**src/rtl/fft_frame_sequencer.sv**
```systemverilog
// Frame sequencer between the window output and a streaming FFT core: buffers samples,
// feeds FFT_SIZE-sample frames, drains and indexes the bins. Optional check: FFT_SEQ_CHECK_EN.
module fft_frame_sequencer #(
   parameter int unsigned FFT_SIZE     = 4096,
   parameter int unsigned SAMPLE_WIDTH = 8,
   parameter int unsigned FIFO_DEPTH   = 16
) (
   input  logic                          clk_in,
   input  logic                          rst_in,
   input  logic signed [SAMPLE_WIDTH-1:0] in_sample,
   input  logic                          audio_sample_valid,
   output logic [2*SAMPLE_WIDTH-1:0]     fft_in_data,
   output logic                          fft_in_valid,
   output logic                          fft_in_last,
   input  logic                          fft_ready,
   input  logic                          fft_out_valid,
   input  logic                          fft_out_last,
   output logic                          fft_out_ready,
   output logic                          bin_valid,
   output logic [$clog2(FFT_SIZE)-1:0]   bin_index,
   output logic                          frame_done,
   output logic [15:0]                   frame_count,
   output logic                          overflow,
   output logic                          seq_error,
   output logic                          busy
);

   localparam int unsigned IdxW = $clog2(FFT_SIZE);
   localparam int unsigned PtrW = $clog2(FIFO_DEPTH);
   localparam logic [IdxW-1:0] IdxLast = IdxW'(FFT_SIZE - 1);
   localparam logic [PtrW:0]   CntFull = (PtrW + 1)'(FIFO_DEPTH);

   localparam logic [0:0] StFeed   = 1'b0;
   localparam logic [0:0] StUnload = 1'b1;

   logic [SAMPLE_WIDTH-1:0] mem_q [FIFO_DEPTH];
   logic [PtrW-1:0]         rd_ptr_q, rd_ptr_d, wr_ptr_q, wr_ptr_d;
   logic [PtrW:0]           count_q, count_d;
   logic [0:0]              state_q, state_d;
   logic [IdxW-1:0]         in_idx_q, in_idx_d, bin_idx_q, bin_idx_d;
   logic [15:0]             frame_cnt_q, frame_cnt_d;
   logic                    done_q, done_d, ovf_q, ovf_d;
   logic                    feed, fifo_empty, fifo_full, push, pop;

   assign feed       = (state_q == StFeed);
   assign fifo_empty = (count_q == '0);
   assign fifo_full  = (count_q == CntFull);

   assign fft_in_valid  = feed & ~fifo_empty;
   assign fft_in_last   = fft_in_valid & (in_idx_q == IdxLast);
   assign fft_in_data   = {{SAMPLE_WIDTH{1'b0}}, mem_q[rd_ptr_q]};
   assign pop           = fft_in_valid & fft_ready;
   // A pop in the same cycle frees the slot, so a full FIFO can still accept.
   assign push          = audio_sample_valid & (~fifo_full | pop);
   assign fft_out_ready = ~feed;
   assign bin_valid     = fft_out_valid & fft_out_ready;
   assign busy          = ~feed;
   assign bin_index     = bin_idx_q;
   assign frame_done    = done_q;
   assign frame_count   = frame_cnt_q;
   assign overflow      = ovf_q;

   always_comb begin
      rd_ptr_d    = rd_ptr_q;
      wr_ptr_d    = wr_ptr_q;
      count_d     = count_q + {{PtrW{1'b0}}, push} - {{PtrW{1'b0}}, pop};
      state_d     = state_q;
      in_idx_d    = in_idx_q;
      bin_idx_d   = bin_idx_q;
      frame_cnt_d = frame_cnt_q;
      done_d      = bin_valid & fft_out_last;
      ovf_d       = ovf_q | (audio_sample_valid & fifo_full & ~pop);
      if (push) begin
         wr_ptr_d = wr_ptr_q + 1'b1;
      end
      if (pop) begin
         rd_ptr_d = rd_ptr_q + 1'b1;
         if (fft_in_last) begin
            in_idx_d = '0;
            state_d  = StUnload;
         end else begin
            in_idx_d = in_idx_q + 1'b1;
         end
      end
      if (bin_valid) begin
         if (fft_out_last) begin
            bin_idx_d   = '0;
            frame_cnt_d = frame_cnt_q + 16'd1;
            state_d     = StFeed;
         end else begin
            bin_idx_d = bin_idx_q + 1'b1;
         end
      end
   end

   always_ff @(posedge clk_in) begin
      if (push) begin
         mem_q[wr_ptr_q] <= in_sample;
      end
   end

   always_ff @(posedge clk_in) begin
      if (rst_in) begin
         rd_ptr_q    <= '0;
         wr_ptr_q    <= '0;
         count_q     <= '0;
         state_q     <= StFeed;
         in_idx_q    <= '0;
         bin_idx_q   <= '0;
         frame_cnt_q <= '0;
         done_q      <= 1'b0;
         ovf_q       <= 1'b0;
      end else begin
         rd_ptr_q    <= rd_ptr_d;
         wr_ptr_q    <= wr_ptr_d;
         count_q     <= count_d;
         state_q     <= state_d;
         in_idx_q    <= in_idx_d;
         bin_idx_q   <= bin_idx_d;
         frame_cnt_q <= frame_cnt_d;
         done_q      <= done_d;
         ovf_q       <= ovf_d;
      end
   end

`ifdef FFT_SEQ_CHECK_EN
   logic serr_q, serr_d;

   // Last must coincide exactly with the final bin index; either mismatch is an error.
   always_comb begin
      serr_d = serr_q | (bin_valid & (fft_out_last ^ (bin_idx_q == IdxLast)));
   end

   always_ff @(posedge clk_in) begin
      if (rst_in) begin
         serr_q <= 1'b0;
      end else begin
         serr_q <= serr_d;
      end
   end

   assign seq_error = serr_q;
`else
   assign seq_error = 1'b0;
`endif

endmodule
```
**config.mk**
```make
export PLATFORM = sky130hd
export DESIGN_NAME = fft_frame_sequencer
export DESIGN_NICKNAME = d
export VERILOG_FILES = /design/src/rtl/fft_frame_sequencer.sv
export SDC_FILE = /design/constraint.sdc
export NUM_CORES = 1
export LEC_CHECK = 0
export ABC_CLOCK_PERIOD_IN_PS = 2500
export BUFFER_PORTS_ARGS = -buffer_cell sky130_fd_sc_hd__buf_4
export CORE_MARGIN = 1.5
export CORE_UTILIZATION = 35
export DETAILED_ROUTE_END_ITERATION = 12
export PLACE_DENSITY_LB_ADDON = 0.15
export SYNTH_ARGS = -nofsm -noshare
export SYNTH_HDL_FRONTEND = slang
export SYNTH_SLANG_ARGS = --single-unit
```
**constraint.sdc**
```tcl
create_clock -name clk_in -period 2.5 [get_ports clk_in]
set_input_delay 0.5 -clock clk_in [delete_from_list [all_inputs] [get_ports clk_in]]
set_output_delay 0.5 -clock clk_in [all_outputs]
set_load 0.005 [all_outputs]
```
==> impl_results.md <==
* Outcome: finished with violations
* Failing checks: negative setup slack
* Crit path DAT at 2.03 ns
* Max incr delay on CP at 0.50 ns
* Final Power at roughly 0.0084 W
* Core area at 21,760 µm²
* Crit path to: fft_in_data[6]
* Final nets at between 600 and 700
* Crit Path Class: flop to output port
* Depth of the worst register-to-register path at 14
* EDFF count, synth at roughly 130
* Tcrit/Tclk final at 1.014
* Antenna violations before repair at 0
* H-tree depth at 4
* Area of the die at between 20,000 and 25,000 µm²
* Crit-path max FO at 6
* Pre-antenna DRT Iters at 4
* HPWL after detailed placement at 10,620 µm
* Netlist cell types at 50
* Synth async-reset ratio at 0
* Synth Cell Area at about 7700 µm²
* Remaining DRCs at 0
* Share of Yosys cell area claimed by the top area cell type at 0.4973
* Mapped Cells at 546
* # setup viols final at 4
* Setup crit start kind: flop
* Min cycle time layout at about 2.5 ns
* ANT cells at 0
* CTS tree: yes
* Root Buffer: clkbuf_16
* Clk sinks at 188
* Antenna-violating nets left at 0
* Finished Layout Cells at 933
* Post-route setup slack at -0.03483 ns
* Site row count at 54
* Worst clock skew at ~0.014 ns
* # IOs at 66
* Total Wirelength at about 17,000 µm
* Worst reg-to-reg setup slack at 0.01 ns
* Initial detailed-routing violation count at ~230
* Placement Setup Slack at -0.1123 ns
* Largest net degree at the start of global routing at 33
* Inst Count DP at between 800 and 900
* Crit end category: output port
* Total Routing Usage GR at 0.1513
* Avg Vias per Cell at between 4 and 5
* #FFs+latches synth at roughly 190
* Layout cells sized above 1 at 0.3155
* RSZ-0062 raised after global routing: true
* Mean Syn Cell Area at about 14 µm²
* Worst hold path class: input pin to flop
* Ys flop type: edfxtp_1
* GRT overflow at 0
* IO Port Bufs at 56
* Max cap viols at 0
* Layout fillers at between 2,000 and 2,500
* Worst R2R End: count_q[4]$_SDFF_PP0_
* Chip height at between 150 and 200 µm
* Placer congestion estimate at just under 0.8
* Slew @ Worst Pin at slightly above 0.9 ns
* Top cells by count, synth: edfxtp_1 (128), dfxtp_1 (60), nor2_1 (57)
* Leakage power at approximately 3.3 nW
* Vias in the first global route at ~4,600
* Synth warnings at 0
* Global-route wire length before repair at approximately 26,000 µm
* CTS clk-pin slew, worst paths at ~0.07 ns
* Initial Util at 0.3552
* Die width at 151.6 µm
* R2r startpoint: count_q[3]$_SDFF_PP0_
* Slew HR at 0.3817
* Final number of max-transition violations at 0
* P per Cell Area at 873.6 nW/µm²
* Max stage delay cell, worst path: mux4_2
* WL/cell at between 15 and 20 µm
* Worst Path Required at 2.00 ns
* Synth area leader: edfxtp_1
* Fmax at a little under 400 MHz
* Register area share after synthesis at 0.6527
* DR vias at approximately 4,600
* Deepest clock path buffer count at 2
* Worst IR Drop VDD at a little under 0.5 mV
* Cts bufs inserted at 17
* Hold Vio Cnt, Final at 0
* CP Cell Sequence: buf_12 > mux4_2 > a22oi_2 > nand2_2 > buf_6
* Ranking of synthesized cells by area: edfxtp_1 (50%), dfxtp_1 (16%), mux4_2 (9.3%)
* Later-pin clock latency in the skew report at 0.43 ns
* Top-count cell post-synth: edfxtp_1
* Area grow syn2layout at 23.77%
-- per-stage QoR --
stage	area (µm²)	utilization	TNS, ns	hold slack [ns]
after floorplan	7796	-	0	0.4521
after global placement	8687	0.3993	-0.02450	0.4603
after detailed placement	8687	0.3993	-0.1123	0.4773
after CTS	9467	0.4351	-0.4390	0.3544
after global routing	9565	0.4397	-0.7909	0.3654
final	9565	0.4397	-0.06370	0.3676
-- state kept, by name (all words and copies together) (netlist names), named ones only --
| name | count |
|---|---|
| rd_ptr_q | 4 |
| mem_q | 128 |
| overflow | 1 |
| busy | 1 |
| count_q | 5 |
| bin_index | 12 |
| in_idx_q | 12 |
| frame_done | 1 |
| frame_count | 16 |
| wr_ptr_q | 4 |
-- routing by layer --
layer | vias up | GRT usage | share of wire
li1 | 2214 | - | -
met1 | 2328 | 0.1922 | 0.44
met2 | 96 | 0.2577 | 0.52
met3 | 9 | 0.03353 | 0.031
met4 | 0 | 0.04615 | 0.011
met5 | - | 0 | 0
-- where the power goes --
part | internal (W) | switching, W | leakage [nW]
Sequential | 0.00345 | 0.000114 | 1.64
Combinational | 0.00112 | 0.000906 | 1.33
Clock | 0.00152 | 0.00124 | 0.296
-- worst max-delay path, delay by kind of cell, from the launching register on --
family                 cells  cell delay (ns)
AO/OA/AOI/OAI              1             0.28
multiplexers               1             0.50
buffers and inverters      2             0.28
flip-flops                 1             0.44
AND/OR/NAND/NOR            1             0.11
-- logic make-up (layout without fill, tap and decap cells) --
group,count (synthesis),after routing,synth area share
simple gates,175,175,0.1149
fa+ha+maj,15,15,0.02526
compound gates,48,48,0.04096
xor+xnor,35,35,0.03966
other cells,1,9,0.0004852
flops,188,188,0.6527
buf+inv,50,149,0.02995
mux,34,34,0.09600
-- cells in the final DEF, fill, tap and decap left out, types with 3 or more instances in the layout --
cell,count
edfxtp_1,128
buf_4,87
nor2_1,57
dfxtp_1,53
mux4_2,32
nand2_1,30
xnor2_1,26
clkbuf_16,18
nor3_1,17
a21oi_1,16
inv_1,14
a22oi_2,14
nand3_1,12
ha_1,11
nand4_1,10
nor4_1,10
xor2_1,9
conb_1,9
dfxtp_2,6
nor2b_1,5
or3_1,5
buf_6,5
or4_1,4
inv_8,4
buf_12,4
inv_2,3
o21a_1,3
nand2b_1,3
o21ai_0,3
o31ai_1,3
ha_4,3
inv_6,3
-- layout make-up --
cell class	instances	area (µm²)	area share
clock buffers	18	429.2	0.04487
clock inverters	14	177.7	0.01857
inverters	19	76.32	0.007979
multi-input cells	316	2634	0.2753
flip-flops and latches	188	5056	0.5286
well taps	280	350.3	0.03663
repair buffers	98	842.1	0.08803
-- how the worst min path moves through the flow --
| stage | to | start | slack, ns | cells after the start |
|---|---|---|---|---|
| 2_1_floorplan | in_idx_q[11]$_SDFFE_PP0N_ | in_idx_q[11]$_SDFFE_PP0N_ | 0.45 | 2 |
| 3_3_place_gp | overflow$_SDFF_PP0_ | overflow$_SDFF_PP0_ | 0.46 | 2 |
| 3_5_place_dp | in_idx_q[11]$_SDFFE_PP0N_ | in_idx_q[11]$_SDFFE_PP0N_ | 0.48 | 2 |
| 4_1_cts | count_q[3]$_SDFF_PP0_ | rst_in | 0.35 | 2 |
| 5_1_grt | count_q[3]$_SDFF_PP0_ | rst_in | 0.37 | 2 |
| 6_report | overflow$_SDFF_PP0_ | audio_sample_valid | 0.37 | 3 |
-- repair_timing --
item | in CTS | in global routing
setup buffers | 5 | 2
gates cloned | 1 | 1
gates resized for setup | 23 | 17
endpoints found under the setup margin | 9 | 10
hold buffers | 0 | 0
pin swaps | 11 | 14
Power figures use the tool's default switching activity.
